**config.mk**
```make
export PLATFORM = sky130hd
export DESIGN_NAME = seq_divider
export DESIGN_NICKNAME = d
export VERILOG_FILES = /design/src/rtl/seq_divider_pkg.sv /design/src/rtl/seq_divider_div_datapath.sv /design/src/rtl/seq_divider.sv
export SDC_FILE = /design/constraint.sdc
export NUM_CORES = 1
export LEC_CHECK = 0
export CAP_MARGIN = 25
export CORE_MARGIN = 3
export CORE_UTILIZATION = 46
export CTS_CLUSTER_SIZE = 28
export DETAILED_ROUTE_END_ITERATION = 10
export GPL_ROUTABILITY_DRIVEN = 0
export GPL_TIMING_DRIVEN = 0
export HOLD_SLACK_MARGIN = 0.15
export PLACE_DENSITY_LB_ADDON = 0.2
export RECOVER_POWER = 50
export SYNTH_ARGS = -nofsm -noshare
export SYNTH_HDL_FRONTEND = slang
export SYNTH_SLANG_ARGS = --single-unit
```
**constraint.sdc**
```tcl
create_clock -name clk -period 2.28 [get_ports clk]
set_input_delay 0.342 -clock clk [delete_from_list [all_inputs] [get_ports clk]]
set_output_delay 0.342 -clock clk [all_outputs]
set_load 0.01 [all_outputs]
```
**src/rtl/seq_divider_pkg.sv**
```systemverilog
// Shared definitions for the sequential restoring divider: FSM state
// encoding, default operand width and the iteration counter width rule.
package seq_divider_pkg;

    typedef enum logic [1:0] {
        IDLE = 2'd0,
        RUN  = 2'd1,
        DONE = 2'd2
    } div_state_e;

    localparam int SEQ_DIV_N_DEFAULT = 4;

    // Counter must hold the value N, so it needs clog2(N+1) bits.
    function automatic int cnt_width(input int n);
        return $clog2(n + 1);
    endfunction

endpackage

```
**src/rtl/seq_divider_div_datapath.sv**
```systemverilog
// Shift/subtract datapath for the restoring divider: partial remainder R
// (N+1 bits), quotient/dividend shift register Q, divisor D and the
// iteration counter. Controlled by load, clear and step from the FSM.
module div_datapath
    import seq_divider_pkg::*;
#(
    parameter int N  = SEQ_DIV_N_DEFAULT,
    parameter int CW = cnt_width(SEQ_DIV_N_DEFAULT)
) (
    input  logic         i_clk,
    input  logic         i_rst,
    input  logic         i_load,
    input  logic         i_clear,
    input  logic         i_step,
    input  logic [N-1:0] i_dividend,
    input  logic [N-1:0] i_divisor,
    output logic [N-1:0] o_quotient,
    output logic [N-1:0] o_remainder,
    output logic         o_count_last
);

    logic [N:0]    r_rem;
    logic [N-1:0]  r_q;
    logic [N-1:0]  r_d;
    logic [CW-1:0] r_cnt;

    logic [N:0]    w_shift;
    logic [N:0]    w_trial;
    logic          w_fits;

    // Shift {R,Q} left by one and try subtracting the divisor.
    assign w_shift = {r_rem[N-1:0], r_q[N-1]};
    assign w_trial = w_shift - {1'b0, r_d};
    // A bit carried out of R would make the shifted value exceed any D.
    assign w_fits  = r_rem[N] | ~w_trial[N];

    // Operand load, restoring step and counter update.
    always_ff @(posedge i_clk or posedge i_rst) begin
        if (i_rst) begin
            r_q   <= '0;
            r_d   <= '0;
            r_cnt <= '0;
        end else if (i_load) begin
            r_q   <= i_dividend;
            r_d   <= i_divisor;
            r_cnt <= CW'(N);
        end else if (i_step) begin
            r_q   <= {r_q[N-2:0], w_fits};
            r_cnt <= r_cnt - 1'b1;
        end
    end

    // Partial remainder: cleared at acceptance, restored or replaced each step.
    always_ff @(posedge i_clk or posedge i_rst) begin
        if (i_rst) begin
            r_rem <= '0;
        end else if (i_clear) begin
            r_rem <= '0;
        end else if (i_step) begin
            r_rem <= w_fits ? w_trial : w_shift;
        end
    end

    assign o_quotient   = r_q;
    assign o_remainder  = r_rem[N-1:0];
    assign o_count_last = (r_cnt == CW'(1));

endmodule

```
**src/rtl/seq_divider.sv**
```systemverilog
// Sequential restoring divider top: start/done handshake FSM driving the
// div_datapath shift/subtract unit, one quotient bit per clock.
// Optional build macro SEQ_DIV_DIVZ_FLAG_EN adds the div_by_zero output.
module seq_divider
    import seq_divider_pkg::*;
#(
    parameter int N = SEQ_DIV_N_DEFAULT
) (
    input  logic         clk,
    input  logic         rst,
    input  logic         start,
    input  logic [N-1:0] dividend,
    input  logic [N-1:0] divisor,
    output logic [N-1:0] quotient,
    output logic [N-1:0] remainder,
    output logic         busy,
    output logic         done
`ifdef SEQ_DIV_DIVZ_FLAG_EN
    ,
    output logic         div_by_zero
`endif
);

    localparam int CW = cnt_width(N);

    div_state_e r_state;
    logic       r_busy;
    logic       r_done;
    logic       w_load;
    logic       w_step;
    logic       w_count_last;

    assign w_load = (r_state == IDLE) && start;
    assign w_step = (r_state == RUN);

    // Control FSM with registered busy/done; busy drops one cycle after done.
    always_ff @(posedge clk or posedge rst) begin
        if (rst) begin
            r_state <= IDLE;
            r_busy  <= 1'b0;
            r_done  <= 1'b0;
        end else begin
            case (r_state)
                IDLE: begin
                    r_done <= 1'b0;
                    r_busy <= start;
                    if (start) begin
                        r_state <= RUN;
                    end
                end
                RUN: begin
                    if (w_count_last) begin
                        r_state <= DONE;
                    end
                end
                DONE: begin
                    r_done  <= 1'b1;
                    r_state <= IDLE;
                end
                default: begin
                    r_state <= IDLE;
                    r_busy  <= 1'b0;
                    r_done  <= 1'b0;
                end
            endcase
        end
    end

`ifdef SEQ_DIV_DIVZ_FLAG_EN
    logic r_divz;

    // Divide-by-zero flag captured with the operands at acceptance.
    always_ff @(posedge clk or posedge rst) begin
        if (rst) begin
            r_divz <= 1'b0;
        end else if (w_load) begin
            r_divz <= (divisor == '0);
        end
    end

    assign div_by_zero = r_divz;
`endif

    div_datapath #(
        .N  (N),
        .CW (CW)
    ) u_datapath (
        .i_clk        (clk),
        .i_rst        (rst),
        .i_load       (w_load),
        .i_clear      (w_load),
        .i_step       (w_step),
        .i_dividend   (dividend),
        .i_divisor    (divisor),
        .o_quotient   (quotient),
        .o_remainder  (remainder),
        .o_count_last (w_count_last)
    );

    assign busy = r_busy;
    assign done = r_done;

endmodule

```
* Word level (Yosys, flattened, before mapping)
Index checks and enable logic that the tools add are counted.
** Word-level totals
- Output and inout port bits :: 10
- Word-level logic and storage cells :: 33
- Bits of input ports :: 11
- Flip-flop bits (word level) :: 20
** Operators by class
- Bitwise operators :: 2
- Muxes and demuxes :: 12
- $add $sub $neg :: 2
- Reduce and logical (&&, ||, !) cells :: 5
- Eq/ne operators :: 5
** Operators with widths (number)
- $mux 5 :: 3
- $mux 4 :: 2
- $mux 3 :: 2
- $sub 5x4->5 :: 1
- $mux 2 :: 2
- $ne 2x2->1 const B :: 2
- $pmux 1 s2 :: 2
- $pmux 2 s2 :: 1
- $eq 3x1->1 const B :: 1
- $sub 3x1->3 const B :: 1
- $eq 2x1->1 const B :: 1
- $eq 2x2->1 const B :: 1
- $logic_not 2->1 :: 1
- $reduce_and 2->1 :: 1
- $reduce_bool 2->1 :: 1
- $reduce_or 2->1 :: 1
- $logic_and 1x1->1 :: 1
- $not 1->1 :: 1
- $or 1x1->1 :: 1

* Depth between registers and ports, before layout
- Word-level depth :: 6
- Mapped depth :: 8

* Cells and area by module
A second synthesis with hierarchy kept.
** Second synthesis, totals
- Cells, all modules :: 114
- Area total of the unflattened synthesis :: 1199.9 sq um
** Modules (own cells, without submodules)
- div_datapath :: cells each 94, seq. area each 400.4 sq um, area each 954.7 sq um, times used 1
- seq_divider :: cells each 20, seq. area each 100.1 sq um, area each 245.2 sq um, times used 1

* Least setup slack after synthesis
Ideal clock, no wire load.
- Path kind :: flip-flop to flip-flop
- Start point :: register u_datapath.r_q[3], in the netlist u_datapath.o_quotient[3]
- End point :: register u_datapath.r_rem[0]
- Path slack :: 0.070 ns
- Period minus slack after synthesis :: 2.210 ns
- Cell stages (with the launch flop) :: 9
- Path buffers :: 0
- Data arrival time :: 2.137 ns
- Path through :: dfrtp_1 inv_1 ha_1 fa_1 nand2b_1 a21oi_2 mux2_4 mux2_4 a21oi_2
** Between the ends
- Cells in the longest elaborated chain, start to end :: 6
** RTL lines
- from (decl) :: RTL line seq_divider_div_datapath.sv:23 : logic [N-1:0] r_q;
- from (signal assigned) :: RTL line seq_divider_div_datapath.sv:44 : r_q <= i_dividend;
- from (signal assigned) :: RTL line seq_divider_div_datapath.sv:48 : r_q <= {r_q[N-2:0], w_fits};
- $sub 5x4->5 :: RTL line seq_divider_div_datapath.sv:33 : assign w_trial = w_shift - {1'b0, r_d};
- $not 1->1 :: RTL line seq_divider_div_datapath.sv:35 : assign w_fits = r_rem[N] | ~w_trial[N];
- $or 1x1->1 :: RTL line seq_divider_div_datapath.sv:35
- $mux 5 (*) :: RTL line seq_divider_div_datapath.sv:60 : r_rem <= w_fits ? w_trial : w_shift;
- $mux 5 (*) :: RTL line seq_divider_div_datapath.sv:59 : end else if (i_step) begin
- $mux 5 (*) :: RTL line seq_divider_div_datapath.sv:57 : end else if (i_clear) begin
- to (signal assigned) :: RTL line seq_divider_div_datapath.sv:60
- to (decl) :: RTL line seq_divider_div_datapath.sv:22 : logic [N:0] r_rem;
Mark *: on every way between the ends. The rest lies on a longest branch, timed or not. The select of a mux whose other input is x is not followed.
A chain may end at the register's enable or synchronous reset.

* Worst setup path in the final report
- Start point :: register u_datapath.r_q[3], in the netlist u_datapath.o_quotient[3]
- End point :: register u_datapath.r_rem[1]
** Between the ends
- Cells in the longest elaborated chain, start to end :: 6
** RTL lines (RTL line)
- $sub 5x4->5 (*) :: seq_divider_div_datapath.sv:33
- $not 1->1 :: seq_divider_div_datapath.sv:35
- $or 1x1->1 :: seq_divider_div_datapath.sv:35
- $mux 5 (*) :: seq_divider_div_datapath.sv:60
- $mux 5 (*) :: seq_divider_div_datapath.sv:59
- $mux 5 (*) :: seq_divider_div_datapath.sv:57
Marked as above.

==> impl_metrics.ini <==
[yosys]
yosys.area.top_type = dfrtp_1
synth_seq_cells = 20
avgSynthCellArea_um2 = 10.5
syn_inst = 110
syn_nets = 132
synth_area_leaders = dfrtp_1, ha_1, a21oi_1
synth_warnings = 0
synth_cell_type_count = 25
syn_area_mm2 = 0.00115
synth_top_area_share_pct = 43.5
ys_seq_area_share_pct = 43.5

[cts]
cts_max_level = 1
clockRootBuffer = clkbuf_4
cts_sinks = 20
clk_latency_ns = 0.30
clockBufferDepth = 2
cts_tree = built
cts_buffers = 3
clk_pin_slew_worst_paths_ns = 0.12

[placement]
io_buffers = 20
pre_cts_ws_ns = 0.0152
dp_hpwl_um = 1590

[global_routing]
overflow = 0
antenna_found_initial = 0
grt_usage_pct = 15.4
grt_pass1_vias = 850
grt_pass1_wl_um = 3770
grt_max_degree = 21

[sta]
hold_viol = 0
finClkSkew_ns = 0.0123
layout_min_cycle_time_ns = 2.16
fmax_mhz = 463
maxSlewViolCount = 0
fin_crit_sh_pct = 94.8
finalSetupTns_ns = 0
rsz0062_at_grt = false
setup_violations = 0
setup_slack_ns = 0.119
hold_ws_ns = 0.513
tightestPinTransition_ns = 0.765
slew_headroom_pct = 49.0

[power_and_ir_drop]
leakagePower_nw = 0.675
total_power_mw = 2.26
powerDensity_mw_per_mm2 = 1560
peakVddDrop_mv = 0.841

[drt]
top_layer_used = met4
first_pass_iters = 2
met1_length_um = 996
avgRoutedWirePerCell_um = 13.0
wl_met3_um = 75
wirelength_um = 2140
ant_nets = 0
drt_first_iter_violations = 1
vias = 846
via_per_inst = 5.16
drc = 0
dr_wl_met2_um = 1030

[floorplan]
initial_utilization_pct = 50.1
placementRows = 17
design.core.area_mm2 = 0.00230
ioPinCount = 21
die_x_um = 56.0
die_y_um = 56.0
die_area_mm2 = 0.00314

[layout]
n_antenna_cell = 0
area_growth_pct = 26.0
fillCellCount = 202
drive_above_1_share_pct = 19.1
final_nets = 160

[critical_path]
worstPathArrival_ns = 2.41
critPathRequiredTime_ns = 2.53
end_kind = flip-flop
crit_fanout = 5
crit_path_start_kind = flip-flop
critPathKind = flip-flop to flip-flop

[worst_hold_path]
holdCritPathClass = flip-flop to flip-flop

[status]
run_status = finished, final reports clean

[run]
max_cap_violations = 0
[power by group]
group / switching (mW) / internal [mW]
Sequential: 0.117 / 0.517
Combinational: 0.676 / 0.784
Clock: 0.107 / 0.0616
Total: 0.901 / 1.36
[worst max-delay path: stages (launching register included)]
cell and delay (ns):
dfrtp_1 0.36, inv_1 0.06, ha_2 0.19, fa_2 0.39, nand2b_4 0.15, a21oi_4 0.14
mux2_4 0.37, mux2_4 0.31, a21oi_2 0.12
[placed cells by master (no fill, tap or decap), drive strengths merged, types with 2 or more instances in the layout]
cell type / instances
xnor2: 2
mux2i: 5
ha: 10
clkbuf: 6
clkdlybuf4s50: 18
nand2: 4
mux2: 8
dlygate4sd3: 2
inv: 10
nor2b: 2
dfrtp: 20
nor2: 7
and3: 2
a21oi: 15
buf: 7
nand2b: 2
o21ai: 11
[synth_stat cells, drive strengths merged]
library cell	count
a21oi	15
clkbuf	1
nand2b	2
mux2	8
o21ai	11
inv	10
dfrtp	20
nor2	7
mux2i	5
xor2	1
a31o	1
nand2	4
and3	2
buf	6
fa	1
a221oi	1
xnor2	2
ha	10
nor2b	2
o21a	1
[registers in the layout, indices dropped and copies added, names as in the netlist]
name / flops
busy: 1
done: 1
r_state: 2
u_datapath.o_quotient: 4
u_datapath.r_cnt: 3
u_datapath.r_d: 4
u_datapath.r_rem: 5
[final timing paths]
kind	start	end	slack [ns]	cells past startpoint
setup reg to reg	u_datapath.o_quotient[3]	u_datapath.r_rem[1]	0.12	8
hold reg to reg	done	done	0.51	1
setup / recovery	u_datapath.o_quotient[3]	u_datapath.r_rem[1]	0.12	8
hold / removal	done	done	0.51	1
max in group asynchronous	rst	u_datapath.r_cnt[0]	1.19	2
min in group asynchronous	rst	u_datapath.r_d[0]	0.60	2
[area by class of cell]
cell class	count	area, um^2	share of cell area [%]
multi-input combinational	73	589	40.7
sequential	20	500	34.5
timing repair buffer	23	223	15.4
buffer	7	41.3	2.85
inverter	10	37.5	2.59
tap	28	35.0	2.42
clock buffer	3	22.5	1.55
[cells by family after synthesis]
group	count (synthesis)	share of synthesized area [%]
xor+xnor	3	2.29
simple gates	17	6.96
flops	20	43.5
buf+inv	17	6.96
fa+ha+maj	11	12.6
compound gates	29	14.5
mux	13	13.2
[layer usage]
metal | global-route usage [%] | vias to the layer above
li1 | - | 424
met1 | 18.9 | 404
met2 | 25.5 | 14
met3 | 3.25 | 4
met4 | 7.12 | 0
met5 | 0 | -
[metrics by stage]
stage                     cells  instance area [um^2]  utilization, %
after floorplan             110                  1150               -
after global placement      158                  1390            60.3
after detailed placement    158                  1390            60.3
after CTS                   162                  1420            61.7
after global routing        164                  1450            63.1
final                       164                  1450            63.1
[repair_timing]
action                     CTS  global route
setup endpoints to repair    2             2
hold endpoints to repair     0             0
hold buffers                 0             0
gates resized for setup      1             3
pin swaps                    1             2
buffers inserted             1             2
No activity file was read; power rests on OpenSTA's default activity.
